`src/rtl/decode_stage_if.sv`:
```
// Bundle of every signal that connects the decode stage to fetch, the register file,
// the MEM/WB bypass sources and the ID/EX consumer.
interface decode_stage_if;
  logic        ifValid_i;
  logic [31:0] ifPc_i;
  logic [31:0] ifInstr_i;
  logic        stall_o;
  logic        flush_i;
  logic        exStall_i;
  logic [4:0]  rs1Id_o;
  logic [4:0]  rs2Id_o;
  logic [31:0] rs1Data_i;
  logic [31:0] rs2Data_i;
  logic [4:0]  memRdId_i;
  logic [31:0] memRdData_i;
  logic [4:0]  wbRdId_i;
  logic [31:0] wbRdData_i;
  logic        idexValid_o;
  logic [31:0] idexPc_o;
  logic [31:0] idexImm_o;
  logic [31:0] idexRs1Data_o;
  logic [31:0] idexRs2Data_o;
  logic [4:0]  idexRdId_o;
  logic [6:0]  idexOpcode_o;
  logic [2:0]  idexFunct3_o;
  logic        idexFunct7b5_o;
  logic        idexIsLoad_o;
  logic        idexIllegal_o;

  modport slave (
    input  ifValid_i, ifPc_i, ifInstr_i, flush_i, exStall_i, rs1Data_i, rs2Data_i,
           memRdId_i, memRdData_i, wbRdId_i, wbRdData_i,
    output stall_o, rs1Id_o, rs2Id_o, idexValid_o, idexPc_o, idexImm_o, idexRs1Data_o,
           idexRs2Data_o, idexRdId_o, idexOpcode_o, idexFunct3_o, idexFunct7b5_o,
           idexIsLoad_o, idexIllegal_o
  );

  modport master (
    output ifValid_i, ifPc_i, ifInstr_i, flush_i, exStall_i, rs1Data_i, rs2Data_i,
           memRdId_i, memRdData_i, wbRdId_i, wbRdData_i,
    input  stall_o, rs1Id_o, rs2Id_o, idexValid_o, idexPc_o, idexImm_o, idexRs1Data_o,
           idexRs2Data_o, idexRdId_o, idexOpcode_o, idexFunct3_o, idexFunct7b5_o,
           idexIsLoad_o, idexIllegal_o
  );
endinterface

```
`src/rtl/decode_stage.sv`:
```
// RV32I decode stage: field/immediate decode, MEM/WB operand bypass, load-use stall,
// and the ID/EX pipeline register.
module decode_bypass #(
  parameter bit FWD_EN = 1'b1
) (
  input  logic [4:0]  rs_id,
  input  logic [31:0] rf_data,
  input  logic [4:0]  mem_id,
  input  logic [31:0] mem_data,
  input  logic [4:0]  wb_id,
  input  logic [31:0] wb_data,
  output logic [31:0] data
);
  always_comb begin
    data = rf_data;
    if (rs_id == 5'd0)                     data = '0;
    else if (FWD_EN && rs_id == mem_id)    data = mem_data;
    else if (FWD_EN && rs_id == wb_id)     data = wb_data;
  end
endmodule

module decode_stage #(
  parameter bit FWD_EN = 1'b1
) (
  input  logic           clk_i,
  input  logic           reset_ni,
  decode_stage_if.slave  bus
);
  localparam logic [6:0] OPC_LUI    = 7'b0110111;
  localparam logic [6:0] OPC_AUIPC  = 7'b0010111;
  localparam logic [6:0] OPC_JAL    = 7'b1101111;
  localparam logic [6:0] OPC_JALR   = 7'b1100111;
  localparam logic [6:0] OPC_BRANCH = 7'b1100011;
  localparam logic [6:0] OPC_LOAD   = 7'b0000011;
  localparam logic [6:0] OPC_STORE  = 7'b0100011;
  localparam logic [6:0] OPC_OPIMM  = 7'b0010011;
  localparam logic [6:0] OPC_OP     = 7'b0110011;
  localparam logic [6:0] OPC_FENCE  = 7'b0001111;
  localparam logic [6:0] OPC_SYSTEM = 7'b1110011;

  typedef struct packed {
    logic        valid;
    logic [31:0] pc;
    logic [31:0] imm;
    logic [31:0] rs1;
    logic [31:0] rs2;
    logic [4:0]  rd;
    logic [6:0]  op;
    logic [2:0]  f3;
    logic        f7b5;
    logic        ld;
    logic        ill;
  } idex_t;

  idex_t idex_q, idex_d, dec;
  logic [31:0] instr;
  logic        use_rs1, use_rs2, hazard;
  logic [1:0][4:0]  rs_id;
  logic [1:0][31:0] rf_data, byp_data;

  assign instr       = bus.ifInstr_i;
  assign rs_id       = {instr[24:20], instr[19:15]};
  assign rf_data     = {bus.rs2Data_i, bus.rs1Data_i};
  assign bus.rs1Id_o = rs_id[0];
  assign bus.rs2Id_o = rs_id[1];

  // Both operands are always bypass-muxed, whether or not the opcode reads them.
  for (genvar g = 0; g < 2; g++) begin : g_byp
    decode_bypass #(.FWD_EN(FWD_EN)) u_byp (
      .rs_id    (rs_id[g]),
      .rf_data  (rf_data[g]),
      .mem_id   (bus.memRdId_i),
      .mem_data (bus.memRdData_i),
      .wb_id    (bus.wbRdId_i),
      .wb_data  (bus.wbRdData_i),
      .data     (byp_data[g])
    );
  end

  always_comb begin
    dec       = '0;
    dec.valid = bus.ifValid_i;
    dec.pc    = bus.ifPc_i;
    dec.rs1   = byp_data[0];
    dec.rs2   = byp_data[1];
    dec.rd    = instr[11:7];
    dec.op    = instr[6:0];
    dec.f3    = instr[14:12];
    dec.f7b5  = instr[30];
    dec.ld    = (instr[6:0] == OPC_LOAD);
    use_rs1   = 1'b0;
    use_rs2   = 1'b0;
    case (instr[6:0])
      OPC_OP: begin
        use_rs1 = 1'b1;
        use_rs2 = 1'b1;
      end
      OPC_OPIMM, OPC_LOAD, OPC_JALR: begin
        use_rs1 = 1'b1;
        dec.imm = {{20{instr[31]}}, instr[31:20]};
      end
      OPC_STORE: begin
        use_rs1 = 1'b1;
        use_rs2 = 1'b1;
        dec.rd  = '0;
        dec.imm = {{20{instr[31]}}, instr[31:25], instr[11:7]};
      end
      OPC_BRANCH: begin
        use_rs1 = 1'b1;
        use_rs2 = 1'b1;
        dec.rd  = '0;
        dec.imm = {{19{instr[31]}}, instr[31], instr[7], instr[30:25], instr[11:8], 1'b0};
      end
      OPC_LUI, OPC_AUIPC: dec.imm = {instr[31:12], 12'b0};
      OPC_JAL: dec.imm = {{11{instr[31]}}, instr[31], instr[19:12], instr[20], instr[30:21], 1'b0};
      OPC_FENCE, OPC_SYSTEM: ;
      default: begin
        dec.ill = 1'b1;
        dec.rd  = '0;
      end
    endcase
  end

  assign hazard = bus.ifValid_i & idex_q.valid & idex_q.ld & (idex_q.rd != 5'd0) &
                  ((use_rs1 & (rs_id[0] == idex_q.rd)) | (use_rs2 & (rs_id[1] == idex_q.rd)));

  assign bus.stall_o = (hazard | bus.exStall_i) & ~bus.flush_i;

  // Flush beats EX back-pressure; a hazard under back-pressure just holds, no bubble.
  always_comb begin
    idex_d = idex_q;
    if (bus.flush_i)        idex_d.valid = 1'b0;
    else if (!bus.exStall_i) begin
      if (hazard)           idex_d.valid = 1'b0;
      else                  idex_d = dec;
    end
  end

  always_ff @(posedge clk_i or negedge reset_ni) begin
    if (!reset_ni) idex_q <= '0;
    else           idex_q <= idex_d;
  end

  assign bus.idexValid_o    = idex_q.valid;
  assign bus.idexPc_o       = idex_q.pc;
  assign bus.idexImm_o      = idex_q.imm;
  assign bus.idexRs1Data_o  = idex_q.rs1;
  assign bus.idexRs2Data_o  = idex_q.rs2;
  assign bus.idexRdId_o     = idex_q.rd;
  assign bus.idexOpcode_o   = idex_q.op;
  assign bus.idexFunct3_o   = idex_q.f3;
  assign bus.idexFunct7b5_o = idex_q.f7b5;
  assign bus.idexIsLoad_o   = idex_q.ld;
  assign bus.idexIllegal_o  = idex_q.ill;
endmodule
```
`src/flat_wrapper.sv`:
```
// flat-port wrapper written by rule: the top's interface ports become plain ports
module decode_stage_flat 
#(
  parameter bit FWD_EN = 1'b1
)
  (clk_i, reset_ni, bus_ifValid_i, bus_ifPc_i, bus_ifInstr_i, bus_flush_i, bus_exStall_i, bus_rs1Data_i, bus_rs2Data_i, bus_memRdId_i, bus_memRdData_i, bus_wbRdId_i, bus_wbRdData_i, bus_stall_o, bus_rs1Id_o, bus_rs2Id_o, bus_idexValid_o, bus_idexPc_o, bus_idexImm_o, bus_idexRs1Data_o, bus_idexRs2Data_o, bus_idexRdId_o, bus_idexOpcode_o, bus_idexFunct3_o, bus_idexFunct7b5_o, bus_idexIsLoad_o, bus_idexIllegal_o);
  decode_stage_if bus_i ();
  input  logic clk_i;
  input  logic reset_ni;
  input wire logic [$bits(bus_i.ifValid_i)-1:0] bus_ifValid_i;
  input wire logic [$bits(bus_i.ifPc_i)-1:0] bus_ifPc_i;
  input wire logic [$bits(bus_i.ifInstr_i)-1:0] bus_ifInstr_i;
  input wire logic [$bits(bus_i.flush_i)-1:0] bus_flush_i;
  input wire logic [$bits(bus_i.exStall_i)-1:0] bus_exStall_i;
  input wire logic [$bits(bus_i.rs1Data_i)-1:0] bus_rs1Data_i;
  input wire logic [$bits(bus_i.rs2Data_i)-1:0] bus_rs2Data_i;
  input wire logic [$bits(bus_i.memRdId_i)-1:0] bus_memRdId_i;
  input wire logic [$bits(bus_i.memRdData_i)-1:0] bus_memRdData_i;
  input wire logic [$bits(bus_i.wbRdId_i)-1:0] bus_wbRdId_i;
  input wire logic [$bits(bus_i.wbRdData_i)-1:0] bus_wbRdData_i;
  output wire logic [$bits(bus_i.stall_o)-1:0] bus_stall_o;
  output wire logic [$bits(bus_i.rs1Id_o)-1:0] bus_rs1Id_o;
  output wire logic [$bits(bus_i.rs2Id_o)-1:0] bus_rs2Id_o;
  output wire logic [$bits(bus_i.idexValid_o)-1:0] bus_idexValid_o;
  output wire logic [$bits(bus_i.idexPc_o)-1:0] bus_idexPc_o;
  output wire logic [$bits(bus_i.idexImm_o)-1:0] bus_idexImm_o;
  output wire logic [$bits(bus_i.idexRs1Data_o)-1:0] bus_idexRs1Data_o;
  output wire logic [$bits(bus_i.idexRs2Data_o)-1:0] bus_idexRs2Data_o;
  output wire logic [$bits(bus_i.idexRdId_o)-1:0] bus_idexRdId_o;
  output wire logic [$bits(bus_i.idexOpcode_o)-1:0] bus_idexOpcode_o;
  output wire logic [$bits(bus_i.idexFunct3_o)-1:0] bus_idexFunct3_o;
  output wire logic [$bits(bus_i.idexFunct7b5_o)-1:0] bus_idexFunct7b5_o;
  output wire logic [$bits(bus_i.idexIsLoad_o)-1:0] bus_idexIsLoad_o;
  output wire logic [$bits(bus_i.idexIllegal_o)-1:0] bus_idexIllegal_o;
  assign bus_i.ifValid_i = bus_ifValid_i;
  assign bus_i.ifPc_i = bus_ifPc_i;
  assign bus_i.ifInstr_i = bus_ifInstr_i;
  assign bus_i.flush_i = bus_flush_i;
  assign bus_i.exStall_i = bus_exStall_i;
  assign bus_i.rs1Data_i = bus_rs1Data_i;
  assign bus_i.rs2Data_i = bus_rs2Data_i;
  assign bus_i.memRdId_i = bus_memRdId_i;
  assign bus_i.memRdData_i = bus_memRdData_i;
  assign bus_i.wbRdId_i = bus_wbRdId_i;
  assign bus_i.wbRdData_i = bus_wbRdData_i;
  assign bus_stall_o = bus_i.stall_o;
  assign bus_rs1Id_o = bus_i.rs1Id_o;
  assign bus_rs2Id_o = bus_i.rs2Id_o;
  assign bus_idexValid_o = bus_i.idexValid_o;
  assign bus_idexPc_o = bus_i.idexPc_o;
  assign bus_idexImm_o = bus_i.idexImm_o;
  assign bus_idexRs1Data_o = bus_i.idexRs1Data_o;
  assign bus_idexRs2Data_o = bus_i.idexRs2Data_o;
  assign bus_idexRdId_o = bus_i.idexRdId_o;
  assign bus_idexOpcode_o = bus_i.idexOpcode_o;
  assign bus_idexFunct3_o = bus_i.idexFunct3_o;
  assign bus_idexFunct7b5_o = bus_i.idexFunct7b5_o;
  assign bus_idexIsLoad_o = bus_i.idexIsLoad_o;
  assign bus_idexIllegal_o = bus_i.idexIllegal_o;
  decode_stage #(.FWD_EN(FWD_EN)) u_core (.clk_i(clk_i), .reset_ni(reset_ni), .bus(bus_i));
endmodule
```
`config.mk`:
```
export PLATFORM = sky130hd
export DESIGN_NAME = decode_stage_flat
export DESIGN_NICKNAME = d
export VERILOG_FILES = /design/src/rtl/decode_stage_if.sv /design/src/rtl/decode_stage.sv /design/src/flat_wrapper.sv
export SDC_FILE = /design/constraint.sdc
export NUM_CORES = 1
export LEC_CHECK = 0
export CAP_MARGIN = 20
export CORE_ASPECT_RATIO = 1.5
export CORE_MARGIN = 2
export CORE_UTILIZATION = 40
export DETAILED_ROUTE_END_ITERATION = 7
export MAX_ROUTING_LAYER = met4
export PLACE_DENSITY = 0.82
export SYNTH_ARGS = -nofsm -noshare
export SYNTH_HDL_FRONTEND = slang
export SYNTH_SLANG_ARGS = --single-unit
export TNS_END_PERCENT = 1
```
`constraint.sdc`:
```
create_clock -name clk_i -period 2.7 [get_ports clk_i]
set_input_delay 0.675 -clock clk_i [delete_from_list [all_inputs] [get_ports clk_i]]
set_output_delay 0.675 -clock clk_i [all_outputs]
set_load 0.05 [all_outputs]
```
==> results.ini, run 1 <==
[synth]
synth_top_cells_by_area = dfrtp_1 (40%), mux2_4 (16%), o311a_1 (6.9%)
synthArstFlopShare_pct = 100.0
synth_edf_count = 0
ys_seq_area_share_pct = 39.89
synth.distinct_cells = 46
ys.flop_type = dfrtp_1
synth_warnings = 0
netlist_area_mm2 = 0.009223
synth_top_area_share_pct = 39.89
yosys.area.top_type = dfrtp_1
synth_most_common_cell = dfrtp_1
syn_nets = 1022
ys_seq_elements = 147
postSynthAreaPerCell_um2 = 11.32
yosys-top-cells-count = dfrtp_1 (147), mux2_4 (100), a21boi_0 (65), and3_1 (65), nand3b_1 (65)
synth_cells = 815

[timing]
fin_worst_skew_ns = 0.008756
fmax_mhz = 368.9
rsz0062_at_grt = true
setup_ws_ns = -0.01110
setup_viol = 1
worst_pin_slew_ns = 0.5813
drv_slew = 0
finalCriticalPeriod_ns = 2.711
slew_headroom_pct = 61.12
fin_crit_sh_pct = 100.4
hold_violations = 0

[floorplan]
die_y_um = 190.0
die_area_mm2 = 0.02431
core_mm2 = 0.02280
initial_core_util_pct = 40.45
io_pins = 365
rows = 68
chipWidth_um = 128.0

[setup_path]
critPathMaxFanout = 5
worstPathRequired_ns = 2.03
start_kind = input port
critPathArrivalTime_ns = 2.04
crit_type = input port to primary output
rrSetupSlack_ns = 0.08
critical_path.endpoint_type = primary output

[finish]
fin_area_mm2 = 0.01444
layout-drive-gt1-share_pct = 23.16
multiInputGateArea_mm2 = 0.005002
final-seq-area_mm2 = 0.003682
num-fill-cells = 1762
nets = 1403
area_delta_synth_final_pct = 56.57
final_cell_count_no_fill = 1493

[global_routing]
antenna_found_initial = 3
grt_pass1_wl_um = 50940
grt-ovfl-total = 0
grt_max_degree = 82
grt_util_all_layers_pct = 27.97
grt_pass1_vias = 8889

[detailed_routing]
ant_nets = 0
vias_per_cell = 5.658
drt-initial-drc-count = 563
firstDrtPassIters = 5
post_drt_wl_per_cell_um = 22.58
vias = 8448
drc = 0
totalWireLength_um = 33710

[clocking]
cts_tree = done
cts_buffers = 17
h-tree-depth = 4
root_buffer = clkbuf_16
clock_path_buffers = 2
path_clk_slew_ns = 0.06
cts_sinks = 147
clk_latency_ns = 0.44

[pwr]
ir_worst_vdd_uv = 435.4
total_power_uw = 8522
power.leakage_uw = 0.006175
p_per_area_mw_per_mm2 = 590.1

[placement]
pre_cts_slack_ns = -0.4463
place_inst = 1448
port-buffer-count = 364
gp_congestion = 0.9892
placed_cell_area_mm2 = 0.01376
hpwl_um = 23990

[status]
violations = setup timing
status = complete, but fails checks

[run]
cap_violations = 0

[min_path]
hold_class = input port to async pin

## state kept, by name (all words and copies together), names as in the netlist
name                       count
u_core.bus.idexRs2Data_o      32
u_core.bus.idexRdId_o          5
u_core.bus.idexFunct3_o        3
u_core.bus.idexOpcode_o        7
u_core.bus.idexRs1Data_o      32
u_core.bus.idexIllegal_o       1
u_core.bus.idexPc_o           32
u_core.bus.idexValid_o         1
u_core.bus.idexIsLoad_o        1
u_core.bus.idexImm_o          32
u_core.bus.idexFunct7b5_o      1
## routing by layer
metal  track usage [%]  part of all wire [%]  up-vias
li1                  -                     -     3753
met1             32.21                    39     4159
met2             46.69                    50      444
met3             5.737                   6.8       92
met4             12.93                   4.2        0
met5                 -                     0        -
## logic make-up (layout without fill, tap and decap cells)
family	after synthesis	count (layout)	share of synthesized area, %
AOI/OAI and AO/OA	182	182	15.95
and+or+nand+nor	182	182	12.78
DFF	147	147	39.89
muxes	146	146	21.48
buffers and inverters	128	522	7.055
xor gates and xnor gates	30	30	2.849
other	0	4	0
## final timing paths
check | start | end | depth (start not counted)
setup / recovery | bus_ifInstr_i[2] | bus_stall_o | 7
hold / removal | reset_ni | u_core.bus.idexRs1Data_o[25] | 1
setup reg to reg | u_core.bus.idexRdId_o[4] | u_core.bus.idexImm_o[25] | 11
hold reg to reg | u_core.bus.idexRs1Data_o[13] | u_core.bus.idexRs1Data_o[13] | 1
max in group asynchronous | reset_ni | u_core.bus.idexRdId_o[4] | 2
min in group clk_i | u_core.bus.idexRs1Data_o[13] | u_core.bus.idexRs1Data_o[13] | 1
## layout by cell type, fill, tap and decap left out, drive strengths merged, types with 5 or more instances in the layout
cell | synthesis | routed
a21boi | 65 | 65
a21oi | 27 | 27
a22o | 5 | 5
and2 | 5 | 5
and3 | 65 | 65
buf | 42 | 106
clkbuf | 50 | 23
clkdlybuf4s50 | 0 | 335
dfrtp | 147 | 147
dlygate4sd2 | 0 | 8
inv | 36 | 43
mux2 | 115 | 115
mux2i | 31 | 31
nand2 | 13 | 13
nand3b | 65 | 65
nor2 | 9 | 9
nor3 | 8 | 8
o211ai | 5 | 5
o21ai | 7 | 7
o311a | 64 | 64
xnor2 | 10 | 10
xor2 | 20 | 20
## area by class of cell
type | count | area share [%]
multi-input cells | 540 | 34.64
well taps | 280 | 2.426
flip-flops and latches | 147 | 25.50
clock buffers | 19 | 3.137
inverters | 36 | 0.9358
clock inverters | 13 | 0.9705
repair buffers | 454 | 32.32
diodes | 4 | 0.06932
## report_power, final
| group | total, uW | leakage (uW) | internal, uW | switching [uW] |
|---|---|---|---|---|
| Sequential | 2700 | 0.00180 | 2510 | 196 |
| Combinational | 3400 | 0.00408 | 1470 | 1930 |
| Clock | 2420 | 0.000292 | 1350 | 1070 |
## per-stage QoR
step | hold slack, ns | utilization, % | TNS (ns)
3_3_place_gp | 0.4903 | 60.36 | -42.43
3_5_place_dp | 0.4908 | 60.36 | -49.77
2_1_floorplan | 0.3794 | - | -0.03406
5_1_grt | 0.1228 | 63.32 | -0.07297
4_1_cts | 0.1161 | 63.15 | -0.03971
6_report | 0.1244 | 63.33 | -0.01110
## critical path, cell delays in order
cell and delay [ns]:
buf_8 0.10, or3_4 0.39, a211oi_4 0.22, nor3b_2 0.22
o21ai_2 0.10, a21oi_4 0.17, buf_12 0.15
## repair_timing
item / 4_1_cts / 5_1_grt
gates cloned: 0 / 0
pin swaps: 11 / 9
gates resized for setup: 38 / 14
setup buffers: 5 / 4
hold buffers: 0 / 0
setup endpoints to repair: 1 / 1
Power figures use the tool's default switching activity.
==> run 2: changes to the inputs <==
Settings changed: CAP_MARGIN 20 to 10, HOLD_SLACK_MARGIN set to 0.15.
==> run 2 against run 1 <==
  * The flow still finishes with violations (setup timing)
  * Clock-buffer cell count stayed put
  * Highest routed layer unchanged
  * Global-route usage stayed put
  * Clock power hardly changed
  * Sequential power hardly changed
  * Combinational power hardly changed
  * Core utilization hardly changed
  * Non-clock buffer count is 1 higher
  * Critical path depth stayed put
  * Via count is 0.24% lower
  * Register-to-register slack hardly changed
==> results.ini, run 2 (synthesized netlist as in run 1, its figures left out) <==
[status]
status = complete, but fails checks
violations = setup timing

[setup_path]
worstPathRequired_ns = 2.03  ; about the same
rr_worst_depth = 11  ; unchanged
slowest_stage = or3_4
endpoint = bus_stall_o
crit_type = input port to primary output
critPathArrivalTime_ns = 2.04  ; about the same
cp-startpoint = bus_ifInstr_i[2]
critPathMaxFanout = 5  ; unchanged
critical_path.endpoint_type = primary output
slowest_delay_ns = 0.39  ; about the same
reg2reg_from = u_core.bus.idexRdId_o[4]
worstPathCellList = buf_8 -> or3_4 -> a211oi_4 -> nor3b_2 -> o21ai_2 -> a21oi_4 -> buf_12
r2r_end = u_core.bus.idexImm_o[25]
start_kind = input port
rrSetupSlack_ns = 0.08  ; about the same

[timing]
drv_slew = 0  ; unchanged
whs_ns = 0.5072  ; +0.3828 ns
slew_headroom_pct = 61.15  ; about the same
fin_worst_skew_ns = 0.007831  ; -0.0009259 ns
fmax_mhz = 368.9  ; about the same
setup_viol = 1  ; unchanged
setup_ws_ns = -0.01077  ; +0.0003371 ns
rsz0062_at_grt = true
fin_crit_sh_pct = 100.4  ; about the same
finalCriticalPeriod_ns = 2.711  ; -0.0003371 ns
worst_pin_slew_ns = 0.5810  ; -0.0003613 ns
hold_violations = 0  ; unchanged

[finish]
layout_commonest_cell = clkdlybuf4s50_1
final_cell_count_no_fill = 1494  ; +0.067%
postLayoutCoreUtil_pct = 63.37  ; about the same
layout-drive-gt1-share_pct = 23.14  ; about the same
final_cell_mix = clkdlybuf4s50_1 (335), dfrtp_1 (144), mux2_4 (100), buf_4 (67)
fin_area_mm2 = 0.01445  ; about the same
nets = 1404  ; +0.071%
num-fill-cells = 1761  ; -0.057%
area_delta_synth_final_pct = 56.68  ; about the same

[global_routing]
antenna_found_initial = 3  ; unchanged
grt_max_degree = 82  ; unchanged
grt_util_all_layers_pct = 27.97  ; unchanged
gr-usage-met1_pct = 32.21  ; unchanged
grt-ovfl-total = 0  ; unchanged
grt_pass1_wl_um = 50940  ; unchanged
use_met3_pct = 5.737  ; unchanged
grt.busiest_layer = met2
grt_pass1_vias = 8889  ; unchanged
grt_use_met2_pct = 46.69  ; unchanged

[detailed_routing]
totalWireLength_um = 33630  ; -0.25%
ant_nets = 0  ; unchanged
post_drt_wl_per_cell_um = 22.51  ; -0.32%
drc = 0  ; unchanged
firstDrtPassIters = 5  ; unchanged
vias = 8428  ; -0.24%
vias_per_cell = 5.641  ; -0.30%
drt-initial-drc-count = 528  ; -6.2%

[min_path]
hp-start = u_core.bus.idexRs1Data_o[13]
hold_class = flop to flop

[floorplan]
rows = 68  ; unchanged
die_y_um = 190.0  ; unchanged
die_area_mm2 = 0.02431  ; unchanged
initial_core_util_pct = 40.45  ; unchanged
core_mm2 = 0.02280  ; unchanged
chipWidth_um = 128.0  ; unchanged
io_pins = 365  ; unchanged

[pwr]
power.leakage_uw = 0.006179  ; about the same
p_per_area_mw_per_mm2 = 589.5  ; -0.11%
ir_worst_vdd_uv = 434.9  ; -0.11%

[placement]
gp_congestion = 0.9892  ; unchanged
pre_cts_slack_ns = -0.4463  ; unchanged
placed_cell_area_mm2 = 0.01376  ; unchanged
hpwl_um = 23990  ; unchanged
port-buffer-count = 364  ; unchanged
place_inst = 1448  ; unchanged

[clocking]
path_clk_slew_ns = 0.06  ; about the same
h-tree-depth = 4  ; unchanged
clock_path_buffers = 2  ; unchanged
clk_latency_ns = 0.44  ; about the same
root_buffer = clkbuf_16
cts_tree = done
cts_buffers = 17  ; unchanged
cts_sinks = 147  ; unchanged

[run]
cap_violations = 0  ; unchanged

[run 2: area by class of cell]
class                   instances  area (um2)  share of cell area, %
multi-input cells             540        5002                  34.62
repair buffers                455        4677                  32.37
flip-flops and latches        147        3682                  25.48
clock buffers                  19       452.9                  3.134
well taps                     280       350.3                  2.424
clock inverters                13       140.1                 0.9698
inverters                      36       135.1                 0.9351
diodes                          4       10.01                0.06927
[run 2: power by group]
| group | leakage (uW) | switching (uW) | internal [uW] |
|---|---|---|---|
| registers | 0.00180 | 196 | 2510 |
| logic | 0.00408 | 1930 | 1470 |
| clock network | 0.000292 | 1070 | 1350 |
[run 2: worst min-delay path by stage]
stage	depth (start not counted)	to
2_1_floorplan	0	u_core.bus.idexFunct3_o[0]
3_3_place_gp	1	u_core.bus.idexRs1Data_o[18]
3_5_place_dp	1	u_core.bus.idexPc_o[22]
4_1_cts	1	u_core.bus.idexRs1Data_o[24]
5_1_grt	1	u_core.bus.idexPc_o[11]
6_report	1	u_core.bus.idexRs1Data_o[13]
[run 2: layer usage]
metal	vias up	wire, um
li1	3757	-
met1	4156	12950
met2	428	16930
met3	87	2264
met4	0	1474
met5	-	0
[run 2: metrics by stage]
step	setup TNS, ns	total power, uW
6_report	-0.01077	8518
5_1_grt	-0.07297	8823
4_1_cts	-0.03971	8559
3_5_place_dp	-49.77	6115
3_3_place_gp	-42.43	6076
2_1_floorplan	-0.03406	4710
[run 2: worst max-delay path, delay by kind of cell]
| family | cells | cell delay, ns |
|---|---|---|
| AOI/OAI and AO/OA | 3 | 0.49 |
| and+or+nand+nor | 2 | 0.61 |
| buffers and inverters | 2 | 0.25 |
[run 2: what timing repair did]
action | CTS | global route
hold buffers | 1 | 0
pin swaps | 11 | 9
setup endpoints to repair | 1 | 1
buffers inserted | 5 | 4
gates cloned | 0 | 0
gates resized for setup | 38 | 14
endpoints found under the hold margin | 29 | 0
